## config.mk

```make
export PLATFORM = sky130hd
export DESIGN_NAME = sample_packetizer
export DESIGN_NICKNAME = d
export VERILOG_FILES = /design/src/rtl/sample_packetizer.sv
export SDC_FILE = /design/constraint.sdc
export NUM_CORES = 1
export LEC_CHECK = 0
export ABC_AREA = 0
export ABC_CLOCK_PERIOD_IN_PS = 1900
export CORE_ASPECT_RATIO = 0.6
export CORE_MARGIN = 1
export CORE_UTILIZATION = 45
export CTS_CLUSTER_DIAMETER = 50
export DETAILED_ROUTE_END_ITERATION = 16
export GPL_ROUTABILITY_DRIVEN = 0
export PLACE_DENSITY = 0.7
export SLEW_MARGIN = 40
export SYNTH_ARGS = -nofsm -noshare
export SYNTH_HDL_FRONTEND = slang
export SYNTH_SLANG_ARGS = --single-unit
export TNS_END_PERCENT = 30
```

## constraint.sdc

```tcl
create_clock -name clock -period 1.9 [get_ports clock]
set_input_delay 0.38 -clock clock [delete_from_list [all_inputs] [get_ports clock]]
set_output_delay 0.38 -clock clock [all_outputs]
set_load 0.005 [all_outputs]
```

## src/rtl/sample_packetizer.sv

```systemverilog
// Frames 32-bit samples from a FIFO into SYNC/SEQ/DATA/CSUM byte packets on a
// valid/ready byte stream, with a per-packet wrapping sequence number.
module sample_packetizer #(
  parameter int unsigned SAMPLES_PER_PACKET = 4,
  parameter logic [7:0]  SYNC_BYTE          = 8'hA5
) (
  input  logic        clock,
  input  logic        reset_n,
  input  logic        enable,
  input  logic        fifo_empty,
  output logic        fifo_rd_en,
  input  logic [31:0] fifo_q,
  output logic [7:0]  byte_data,
  output logic        byte_valid,
  input  logic        byte_ready,
  output logic        busy,
  output logic        packet_done,
  output logic [7:0]  seq_num
);

  typedef enum logic [2:0] {
    StIdle,
    StSync,
    StSeq,
    StFetch,
    StLoad,
    StData,
    StCsum
  } state_e;

  localparam logic [7:0] LastWord = 8'(SAMPLES_PER_PACKET - 1);

  state_e      state;
  logic [7:0]  csum;
  logic [7:0]  word_cnt;
  logic [1:0]  byte_idx;
  // Holds only the bytes not yet presented; the MSB goes straight to byte_data.
  logic [23:0] shift;
  logic        xfer;

  assign xfer = byte_valid && byte_ready;

  // Decoded from the state register so the FIFO sees RdEn on the edge that
  // leaves FETCH and Q is ready to capture on the following LOAD edge.
  assign fifo_rd_en = (state == StFetch) && !fifo_empty;

  always_ff @(posedge clock or negedge reset_n) begin
    if (!reset_n) begin
      state       <= StIdle;
      csum        <= 8'h00;
      word_cnt    <= 8'h00;
      byte_idx    <= 2'd0;
      shift       <= 24'h000000;
      byte_data   <= 8'h00;
      byte_valid  <= 1'b0;
      busy        <= 1'b0;
      packet_done <= 1'b0;
      seq_num     <= 8'h00;
    end else begin
      packet_done <= 1'b0;
      unique case (state)
        StIdle: begin
          if (enable && !fifo_empty) begin
            state      <= StSync;
            busy       <= 1'b1;
            byte_valid <= 1'b1;
            byte_data  <= SYNC_BYTE;
            csum       <= 8'h00;
            word_cnt   <= 8'h00;
          end
        end
        StSync: begin
          if (xfer) begin
            state     <= StSeq;
            byte_data <= seq_num;
          end
        end
        StSeq: begin
          if (xfer) begin
            csum       <= csum + seq_num;
            byte_valid <= 1'b0;
            state      <= StFetch;
          end
        end
        StFetch: begin
          if (!fifo_empty) begin
            state <= StLoad;
          end
        end
        StLoad: begin
          shift      <= fifo_q[23:0];
          byte_data  <= fifo_q[31:24];
          byte_valid <= 1'b1;
          byte_idx   <= 2'd0;
          state      <= StData;
        end
        StData: begin
          if (xfer) begin
            csum     <= csum + byte_data;
            shift    <= {shift[15:0], 8'h00};
            byte_idx <= byte_idx + 2'd1;
            if (byte_idx == 2'd3) begin
              if (word_cnt == LastWord) begin
                // Present the final sum directly, including this last data byte.
                byte_data <= csum + byte_data;
                state     <= StCsum;
              end else begin
                word_cnt   <= word_cnt + 8'd1;
                byte_valid <= 1'b0;
                state      <= StFetch;
              end
            end else begin
              byte_data <= shift[23:16];
            end
          end
        end
        StCsum: begin
          if (xfer) begin
            seq_num     <= seq_num + 8'd1;
            packet_done <= 1'b1;
            busy        <= 1'b0;
            byte_valid  <= 1'b0;
            state       <= StIdle;
          end
        end
        default: state <= StIdle;
      endcase
    end
  end

endmodule

```

==> results.txt, run 1 <==
At the pin with the least slew margin, the transition time is 0.4311 ns. The total global routing overflow is 0. The netlist area before placement is 3809 µm². The final reports fail on negative setup slack.

The mean post-synth cell area is 8.445 µm². The internal power of the cells totals 2648 µW. The synthesized design spends more area on one cell type than any other, namely dfrtp_1.

The number of slew-limit violations in the final report was 0. From synthesis to final layout, the design area changed by 47.01%. The number of global-route vias before repair is 3775. The worst setup path category is reg -> reg. The static leakage is 0.002405 µW. The wire-length estimate of the detail-placed layout is 8293 µm. The tightest min-delay check is of the in -> async type.

The run finished, with violations left. Summing the sequential cell areas from Yosys gives 42.05% of the chip area. In this run the count of I/O pins placed on the die edge is 57.

Once layout is done, the placed cells without fillers occupy 5599 µm². The clock-pin slew on the worst setup and hold paths is 0.05 ns. The clock latency on the worst-skew pair came out at 0.34 ns. The switching portion of total power came out at 21.21%.

The standard cell area after detailed placement is 5006 µm². The DRC violation count after routing came out at 0. Once the floorplan was initialized, standard cells occupied 47.38% of the core. The worst path setup slack after routing came out at -0.1920 ns. The synthesized-area fraction occupied by xor and xnor cells is 4.599%. The clock share of power is 53.5%. After Yosys synthesis, full adders, half adders and majority gates account for 6.636% of the synthesized area. The pin count of the biggest net entering global routing came out at 65. Counting tap cells, the placed design contains a total of 665 instances. The startpoint identified for the worst register-to-register timing path is csum[0]. The post-synth net total is 507. Summing over every cut layer, the via total after detailed routing is 3917. The total routing usage reported by global routing is 28.05%. The net load switching power is 712.7 µW. After synthesis, the netlist uses 49 different library cells. The first global-routing pass estimated 18550 µm of wire. The endpoint identified for the worst register-to-register timing path is byte_data[6].

The number of buffers added to fix hold violations after cts came out at 0. The synthesized netlist devotes 21.32% of its cell area to simple gates. Setup repair after global routing could not meet its margin everywhere. IR analysis of the VDD net gives a maximum drop of 0.4754 mV. The setup slack of the most critical reg-to-reg path is -0.19 ns. The worst hold margin came out at 0.03827 ns. The mux cell area share after synthesis is 2.168%. The antenna diode count is 0.

By area, the combinational part of the netlist is dominated by simple AND/OR/NAND/NOR gates. The number of buffers created by CTS came out at 9. The depth of the CTS H-tree came out at 3. The required time of the worst setup path came out at 2.12 ns.

The pre-CTS worst setup slack came out at -0.4270 ns. The violation count after the first detailed-route iteration is 311. The width of the die is 120.8 µm. For this run, the detailed router's first-pass iteration total came to 5.

In the final design database the tool counted 630 nets. The initial antenna violation count came out at 0. Counting flops with a built-in enable in the synthesized netlist gives 0.

The detailed-route wire length per cell came out at 17.56 µm. The post-route netlist has 23.49% of its cells at a drive strength greater than 1. The worst slew margin relative to its limit came out at 71.23%.

The power share of the combinational group came out at 5.9%. The part of the total power dissipated in sequential elements is 40.6%. The final number of setup-violating endpoints came out at 10.

The aggregate routed wire length is 12060 µm. The tree is rooted in a clkbuf_16. The die area came out at 8848 µm². In the synthesized netlist the dominant register cell turns out to be dfrtp_1.

The setup TNS came out at -1.039 ns. Clock tree synthesis found a total of 64 sinks. The compound-gate portion of the synthesized area came out at 19.19%. The type of destination of the critical path is a flip-flop. TritonCTS built the clock tree. The share of the clock period used by the worst path came out at 110.1%.

Once layout is complete, the cells apart from fillers number 687. The area share of the largest cell type after synthesis came out at 42.05%. The number of cell instances on the worst register-to-register path is 8.

The gate count of the mapped netlist came out at 451. The number of synthesized register bits is 64. Of all flip-flops after synthesis, the portion carrying an async set or reset was 100.0%. The arrival time of the worst setup path is 2.31 ns. The max-capacitance violation count is 0. Clock skew on the completed layout was measured at 0.007864 ns. The power density relative to cell area came out at 600.2 nW/µm².

The number of warnings printed during yosys synthesis is 0. After synthesis, the cell types taking the most area are dfrtp_1 42%, nand2_1 7.9%, ha_1 5.6%, o21ai_0 5.5%, nor2_1 4.9%. The worst path in the final design needs a cycle of 2.092 ns, including I/O delays and setup. The total count of hold-check failures in the final report is 0. The worst setup path is launched from a flip-flop. The count of standard-cell rows is 25. The number of fill cells is 597. The count of antenna-violating nets left after detailed routing is 0. The height of the die came out at 73.26 µm. The largest buffer count on any clock path is 2. The highest achievable clock rate is 478.0 MHz. The count of input and output buffers came out at 56.

The area of the core came out at 8039 µm². The average vias per placed instance came out at 5.702. The critical-path maximum fanout came out at 3.
-- synth_stat cells, drive strengths merged (2+ instances only) --
master and number:
dfrtp 64, inv 17, a22oi 8, nand4 3
o21ai 43, nor2 50, or3 5, a211oi 5
nand2 80, nor2b 3, xor2 7, a21o 4
o22ai 4, o211ai 5, mux2i 6, nor4 3
ha 17, clkbuf 15, and3 2, nor3 9
a31oi 18, fa 2, nand2b 7, xnor2 13
a21oi 23, and2 2, nand3 14, mux2 2
o2111ai 2, buf 5
-- placed cells by master, fill, tap and decap left out, drive strengths merged, types with 17 or more instances in the layout --
| cell | Yosys | final |
|---|---|---|
| a21oi | 23 | 23 |
| a31oi | 18 | 18 |
| buf | 5 | 77 |
| clkdlybuf4s50 | 0 | 53 |
| dfrtp | 64 | 64 |
| ha | 17 | 17 |
| inv | 17 | 17 |
| nand2 | 80 | 80 |
| nor2 | 50 | 50 |
| o21ai | 43 | 43 |
-- worst max-delay path by stage --
stage	start	endpoint	cells past startpoint
detailed placement	fifo_empty	word_cnt[6]	7
global placement	enable	word_cnt[4]	7
CTS	csum[0]	csum[6]	8
global route	csum[0]	csum[6]	8
finish	csum[0]	byte_data[6]	8
floorplan	byte_data[0]	byte_data[6]	8
-- through the flow --
step | util, % | power [µW]
global placement | 62.27 | 1581
finish | 69.65 | 3361
global route | 69.65 | 3453
detailed placement | 62.27 | 1585
floorplan | - | 1449
CTS | 67.81 | 3374
-- power groups by stage --
stage | clock network, µW | registers [µW] | logic [µW]
detailed placement | 0 | 1390 | 195
global placement | 0 | 1390 | 192
finish | 1800 | 1370 | 198
floorplan | 0 | 1390 | 58.4
global route | 1870 | 1360 | 217
CTS | 1810 | 1370 | 197
-- state kept, by name, indices dropped and copies added (netlist names) --
name and flops:
busy 1, word_cnt 8, byte_valid 1, state 3
csum 8, seq_num 8, byte_data 8, shift 24
byte_idx 2, packet_done 1
-- routing by layer --
layer | GRT usage [%] | vias up | part of all wire (%) | wire (µm)
met5 | 0 | - | 0 | 0
met3 | 8.307 | 31 | 7.0 | 845
met1 | 38.14 | 1897 | 45 | 5457
li1 | - | 1839 | - | -
met4 | 7.819 | 0 | 2.0 | 243
met2 | 43.87 | 150 | 46 | 5514
-- area by class of cell --
class | count | area [µm²] | share of cell area, %
clock buffers | 13 | 250.2 | 4.469
clock inverters | 3 | 65.06 | 1.162
inverters | 18 | 67.56 | 1.207
multi-input cells | 349 | 2312 | 41.30
flip-flops and latches | 64 | 1605 | 28.67
well taps | 108 | 135.1 | 2.413
repair buffers | 132 | 1164 | 20.78
-- critical path, stage by stage (launching register included) --
cell and delay [ns]:
dfrtp_2 0.45, ha_4 0.19, fa_2 0.38, a211oi_2 0.23
nor2_2 0.07, o21ai_2 0.15, mux2i_1 0.11, and2_1 0.17
o31a_1 0.23
-- repair_timing --
action                                  CTS  global route
pin swaps                                12            12
gates resized for setup                  19            27
setup buffers                             3             3
endpoints found under the setup margin   18            29
-- cells by family after synthesis --
| logic type | Yosys count |
|---|---|
| AO/OA/AOI/OAI | 120 |
| XOR/XNOR | 20 |
| buffers and inverters | 38 |
| adder cells (fa/ha/maj) | 19 |
| multiplexers | 8 |
| AND/OR/NAND/NOR | 182 |
| flip-flops | 64 |
(Power assumes the default switching activity.)
==> run 2, diff against run 1 <==
--- a/config.mk
+++ b/config.mk
@@ -6,7 +6,6 @@
 export NUM_CORES = 1
 export LEC_CHECK = 0
 export ABC_AREA = 0
-export ABC_CLOCK_PERIOD_IN_PS = 1900
 export CORE_ASPECT_RATIO = 0.6
 export CORE_MARGIN = 1
 export CORE_UTILIZATION = 45
==> results of run 2 <==
No change in the layout: final DEF, timing and power equal those of run 1.
